[config.mk]
export PLATFORM = sky130hd
export DESIGN_NAME = fifo_rr_drain
export DESIGN_NICKNAME = d
export VERILOG_FILES = /design/src/rtl/fifo_rr_drain.sv
export SDC_FILE = /design/constraint.sdc
export NUM_CORES = 1
export LEC_CHECK = 0
export BUFFER_PORTS_ARGS = -buffer_cell sky130_fd_sc_hd__buf_2
export CAP_MARGIN = 20
export CORE_MARGIN = 4
export CORE_UTILIZATION = 40
export DETAILED_ROUTE_END_ITERATION = 8
export PLACE_DENSITY = 0.71
export SYNTH_ARGS = -nofsm -noshare
export SYNTH_HDL_FRONTEND = slang
export SYNTH_SLANG_ARGS = --single-unit
[constraint.sdc]
create_clock -name clk -period 3.8 [get_ports clk]
set_input_delay 0.76 -clock clk [delete_from_list [all_inputs] [get_ports clk]]
set_output_delay 0.76 -clock clk [all_outputs]
set_load 0.02 [all_outputs]
[src/rtl/fifo_rr_drain.sv]
// Round-robin drain of NumQueues registered-read FIFOs into one valid/ready stream,
// tagging each word with its source queue; a 2-entry skid buffer absorbs read latency.
module fifo_rr_drain #(
    parameter int DataWidth = 32,
    parameter int NumQueues = 4,
    localparam int QidWidth = ($clog2(NumQueues) > 1) ? $clog2(NumQueues) : 1
) (
    input  logic                           clk,
    input  logic                           i_rst,
    input  logic [NumQueues-1:0]           i_q_empty,
    input  logic [NumQueues-1:0]           i_q_enable,
    output logic [NumQueues-1:0]           o_q_read,
    input  logic [NumQueues*DataWidth-1:0] i_q_read_data,
    output logic                           o_valid,
    input  logic                           i_ready,
    output logic [DataWidth-1:0]           o_data,
    output logic [QidWidth-1:0]            o_qid
);

    logic [NumQueues-1:0] elig;
    logic                 found;
    logic [QidWidth-1:0]  gnt_idx;
    logic [QidWidth-1:0]  prio_q, prio_d;
    logic                 infl_q, infl_d;
    logic [QidWidth-1:0]  infl_qid_q, infl_qid_d;
    logic [1:0]           cnt_q, cnt_d;
    logic                 rd_ptr_q, rd_ptr_d;
    logic [DataWidth-1:0] buf_data_q [2];
    logic [QidWidth-1:0]  buf_qid_q  [2];
    logic                 wr_idx;
    logic                 pop;
    logic                 issue;
    logic [2:0]           occ;
    logic [DataWidth-1:0] cap_data;

    assign elig     = i_q_enable & ~i_q_empty;
    assign pop      = (cnt_q != 2'd0) & i_ready;
    // Credit counts the in-flight read so a word always has a slot when it lands.
    assign occ      = {1'b0, cnt_q} + {2'b0, infl_q};
    assign issue    = found & ((occ - {2'b0, pop}) < 3'd2) & ~i_rst;
    assign wr_idx   = rd_ptr_q ^ cnt_q[0];
    assign cap_data = i_q_read_data[int'(infl_qid_q)*DataWidth +: DataWidth];

    always_comb begin
        int idx;
        found   = 1'b0;
        gnt_idx = '0;
        idx     = 0;
        for (int k = 0; k < NumQueues; k++) begin
            idx = int'(prio_q) + k;
            if (idx >= NumQueues) idx = idx - NumQueues;
            if (!found && elig[idx]) begin
                found   = 1'b1;
                gnt_idx = QidWidth'(idx);
            end
        end
    end

    always_comb begin
        o_q_read = '0;
        if (issue) o_q_read[gnt_idx] = 1'b1;
    end

    always_comb begin
        prio_d     = prio_q;
        infl_d     = issue;
        infl_qid_d = issue ? gnt_idx : infl_qid_q;
        cnt_d      = cnt_q + {1'b0, infl_q} - {1'b0, pop};
        rd_ptr_d   = rd_ptr_q ^ pop;
        if (issue) begin
            prio_d = (gnt_idx == QidWidth'(NumQueues - 1)) ? '0 : gnt_idx + 1'b1;
        end
    end

    always_ff @(posedge clk) begin
        if (i_rst) begin
            prio_q     <= '0;
            infl_q     <= 1'b0;
            infl_qid_q <= '0;
            cnt_q      <= 2'd0;
            rd_ptr_q   <= 1'b0;
            for (int i = 0; i < 2; i++) begin
                buf_data_q[i] <= '0;
                buf_qid_q[i]  <= '0;
            end
        end else begin
            prio_q     <= prio_d;
            infl_q     <= infl_d;
            infl_qid_q <= infl_qid_d;
            cnt_q      <= cnt_d;
            rd_ptr_q   <= rd_ptr_d;
            // Capture is unconditional on i_ready; the credit check guarantees room.
            if (infl_q) begin
                buf_data_q[wr_idx] <= cap_data;
                buf_qid_q[wr_idx]  <= infl_qid_q;
            end
        end
    end

    assign o_valid = (cnt_q != 2'd0);
    assign o_data  = buf_data_q[rd_ptr_q];
    assign o_qid   = buf_qid_q[rd_ptr_q];

endmodule

==> summary.md <==
| Metric | Value |
|---|---|
| Setup violators final | 0 |
| Fin Setup TNS | 0 ps |
| Hold_ws | 588 ps |
| CP endpoint | o_q_read[1] |
| Top cells by area, synth | edfxtp_1, mux4_2, and2_1 |
| Via density | 5.00 |
| Max-Cap Viols | 0 |
| Outcome | finished, final reports clean |
| Worst hold path type | reg -> reg |
| Final ANT Viol Nets | 0 |
| Vias in the first global route | 3,314 |
| Number of hold buffers added after CTS | 0 |
| WL/cell | 16.0 um |
| Resize count post-CTS | 0 |
| Psw | 1.11 mW |
| Clock Root Buffer | clkbuf_8 |
| CTS max path bufs | 2 |
| Ys async rst share | 0% |
| Pint | 2.14 mW |
| Placed wire-length estimate | 7.05 mm |
| DRC Markers | 0 |
| Setup ws final | 242 ps |
| Port bufs | 177 |
| Critical R2R Capture | prio_q[0]$_SDFFE_PP0P_ |
| Sequential cell area fraction in the yosys report | 51.6% |
| Initial Utilization | 41.2% |
| Final count of hold timing violations | 0 |
| Syn_nets | 436 |
| Synth-to-layout area growth | 29.1% |
| Height of the die | 111 um |
| Clock sink total | 76 |
| Core area | 10,400 sq um |
| Required @ worst endpoint | 3040 ps |
| Antenna cell count | 0 |
| Sequential Power Share | 39.6% |
| Share of layout cells above drive strength 1 | 60.2% |
| Initial antenna violation count | 0 |
| Post-Syn Area per Cell | 14.7 sq um |
| GRT Total Usage | 15.9% |
| Post-Synthesis Cells | 290 |
| Gpl congestion | 0.781 |
| First-pass GRT wire length | 15.7 mm |
| Die area | 12,400 sq um |
| RSZ-0062 raised after global routing | no |
| Synth unique cells | 39 |
| Final nets | 609 |
| Via count | 3,017 |
| CP endpoint kind | output pin |
| Clock slew at reported path FFs | 80 ps |
| Drt pass-1 iters | 4 |
| Post-synth EDFFs | 68 |
| Top-count cell post-synth | edfxtp_1 |
| Final slew viol count | 0 |
| Fill cells | 911 |
| Synthesized cell area | 4270 sq um |
| Origin of the critical flop-to-flop path | cnt_q[1]$_SDFF_PP0_ |
| Sw Ratio | 34.3% |
| Sequential cell area | 2210 sq um |
| Leak pwr | 2.35 nW |
| Clock Latency Late Sink | 340 ps |
| Data arrival, critical path | 2800 ps |
| Design Power | 3.25 mW |
| PwrDens | 590 nW/um^2 |
| Comb pwr share | 40.6% |
| Num rows | 37 |
| Multi-input logic area | 1980 sq um |
| Worst IR Drop VDD | 0.489 mV |
| Pre-CTS setup slack | 361 ps |
| Share of the synthesized area in the top cell type | 47.8% |
| Post-CTS Setup Repair Bufs | 0 |
| Fmax | 281 MHz |
| CTS tree | yes |
| Top_reg_cell synth | edfxtp_1 |
| DRT iter0 DRCs | 92 |
| Finished Core Util | 53.1% |
| Die span in x | 111 um |
| Grt total ovfl | 0 |
| Flops & latches, synth | 76 |
| Crit Path Category | reg -> out |
| Relative slew margins | 34.2% |
| Clk pwr share | 19.9% |
| Reg2reg path depth | 11 |
| Max Clock Skew | 6.30 ps |
| Synth cell count leaders | edfxtp_1, and2_1, mux2_2, mux4_2, clkbuf_1 |
| Synth area leader | edfxtp_1 |
| Drt total wl | 9.66 mm |
| I/O Pins | 178 |
| H-tree Lvls | 3 |
| Warnings from Yosys | 0 |
| Largest net degree at the start of global routing | 38 |
| Tcrit/Tclk final | 93.6% |
| Reg2Reg Setup Slack | 1180 ps |
| Post-layout minimum cycle time | 3560 ps |
| Crit path launch type | flip-flop |
| Crit path max fanout | 8 |
| Crit path launch | cnt_q[1]$_SDFF_PP0_ |
| Worst-Margin Slew | 987 ps |
| TritonCTS buffer count | 9 |
cells by family (layout without fill, tap and decap cells):
kind of cell    count (synthesis)  in the layout  synth area share [%]
simple gates                   93             93                  14.0
compound gates                 15             15                  2.52
xor+xnor                        4              4                 0.821
fa+ha+maj                       7              7                  2.23
mux                            67             67                  26.1
flops                          76             76                  51.6
buf+inv                        28            205                  2.78
sequential cells by signal (all words and copies together), names as in the netlist:
name        count
infl_qid_q      2
buf_qid_q       4
cnt_q           2
rd_ptr_q        1
infl_q          1
prio_q          2
buf_data_q     64
layer usage:
| layer | part of all wire [%] | up-vias | GRT usage (%) |
|---|---|---|---|
| met3 | 6.6 | 14 | 4.53 |
| li1 | - | 1433 | - |
| met5 | 0 | - | 0 |
| met4 | 1.7 | 0 | 5.52 |
| met1 | 39 | 1464 | 18.7 |
| met2 | 52 | 106 | 27.9 |
power by group through the flow:
| stage | clock network (mW) | logic, mW | registers [mW] |
|---|---|---|---|
| global route | 0.697 | 1.45 | 1.32 |
| CTS | 0.660 | 1.34 | 1.30 |
| finish | 0.645 | 1.32 | 1.29 |
| floorplan | 0 | 1.12 | 1.14 |
| global placement | 0 | 1.31 | 1.30 |
| detailed placement | 0 | 1.33 | 1.31 |
critical path, cell delays in order, from the launching register on:
cell and delay (ps):
dfxtp_1 350, or2_2 310, and2_1 180, ha_1 280, inv_1 60, ha_1 130
inv_1 50, fa_1 370, xnor2_1 130, and3_2 250, and3_2 200, buf_2 150
worst min path at each step:
stage | start | to | cells past startpoint
detailed placement | prio_q[0]$_SDFFE_PP0P_ | prio_q[0]$_SDFFE_PP0P_ | 1
CTS | prio_q[0]$_SDFFE_PP0P_ | prio_q[0]$_SDFFE_PP0P_ | 1
finish | prio_q[0]$_SDFFE_PP0P_ | prio_q[0]$_SDFFE_PP0P_ | 1
global placement | prio_q[0]$_SDFFE_PP0P_ | prio_q[0]$_SDFFE_PP0P_ | 1
floorplan | prio_q[0]$_SDFFE_PP0P_ | prio_q[0]$_SDFFE_PP0P_ | 1
global route | prio_q[0]$_SDFFE_PP0P_ | prio_q[0]$_SDFFE_PP0P_ | 1
area by class of cell:
cell class              count  share of cell area (%)
clock buffers               9                    2.25
clock inverters             6                    1.45
inverters                   8                   0.545
multi-input cells         186                    35.9
flip-flops and latches     76                    40.0
well taps                 136                    3.09
repair buffers            182                    16.8
through the flow:
stage / cell area, sq um / std cells
2_1_floorplan: 4270 / 290
3_3_place_gp: 5310 / 588
3_5_place_dp: 5310 / 588
4_1_cts: 5510 / 603
5_1_grt: 5510 / 603
6_report: 5510 / 603
placed cells by master (no fill, tap or decap), types with 2 or more instances in the layout:
| cell | synthesis | layout |
|---|---|---|
| clkbuf_8 | 0 | 9 |
| mux2_2 | 34 | 34 |
| bufinv_16 | 0 | 2 |
| clkinv_1 | 0 | 2 |
| nand2_1 | 2 | 2 |
| xnor2_1 | 3 | 3 |
| o21ai_4 | 0 | 2 |
| ha_1 | 6 | 6 |
| buf_4 | 0 | 5 |
| and3_2 | 4 | 5 |
| nor2b_4 | 2 | 2 |
| nor3b_1 | 2 | 2 |
| mux4_2 | 32 | 32 |
| edfxtp_1 | 68 | 68 |
| buf_2 | 5 | 177 |
| dfxtp_1 | 8 | 5 |
| dfxtp_2 | 0 | 3 |
| nor3_1 | 2 | 2 |
| nor2b_1 | 2 | 2 |
| inv_1 | 8 | 8 |
| nor2_2 | 0 | 2 |
| o21ai_0 | 4 | 2 |
| nor2_1 | 4 | 2 |
| a21oi_1 | 4 | 4 |
| and2_1 | 67 | 67 |
Power figures use the tool's default switching activity.
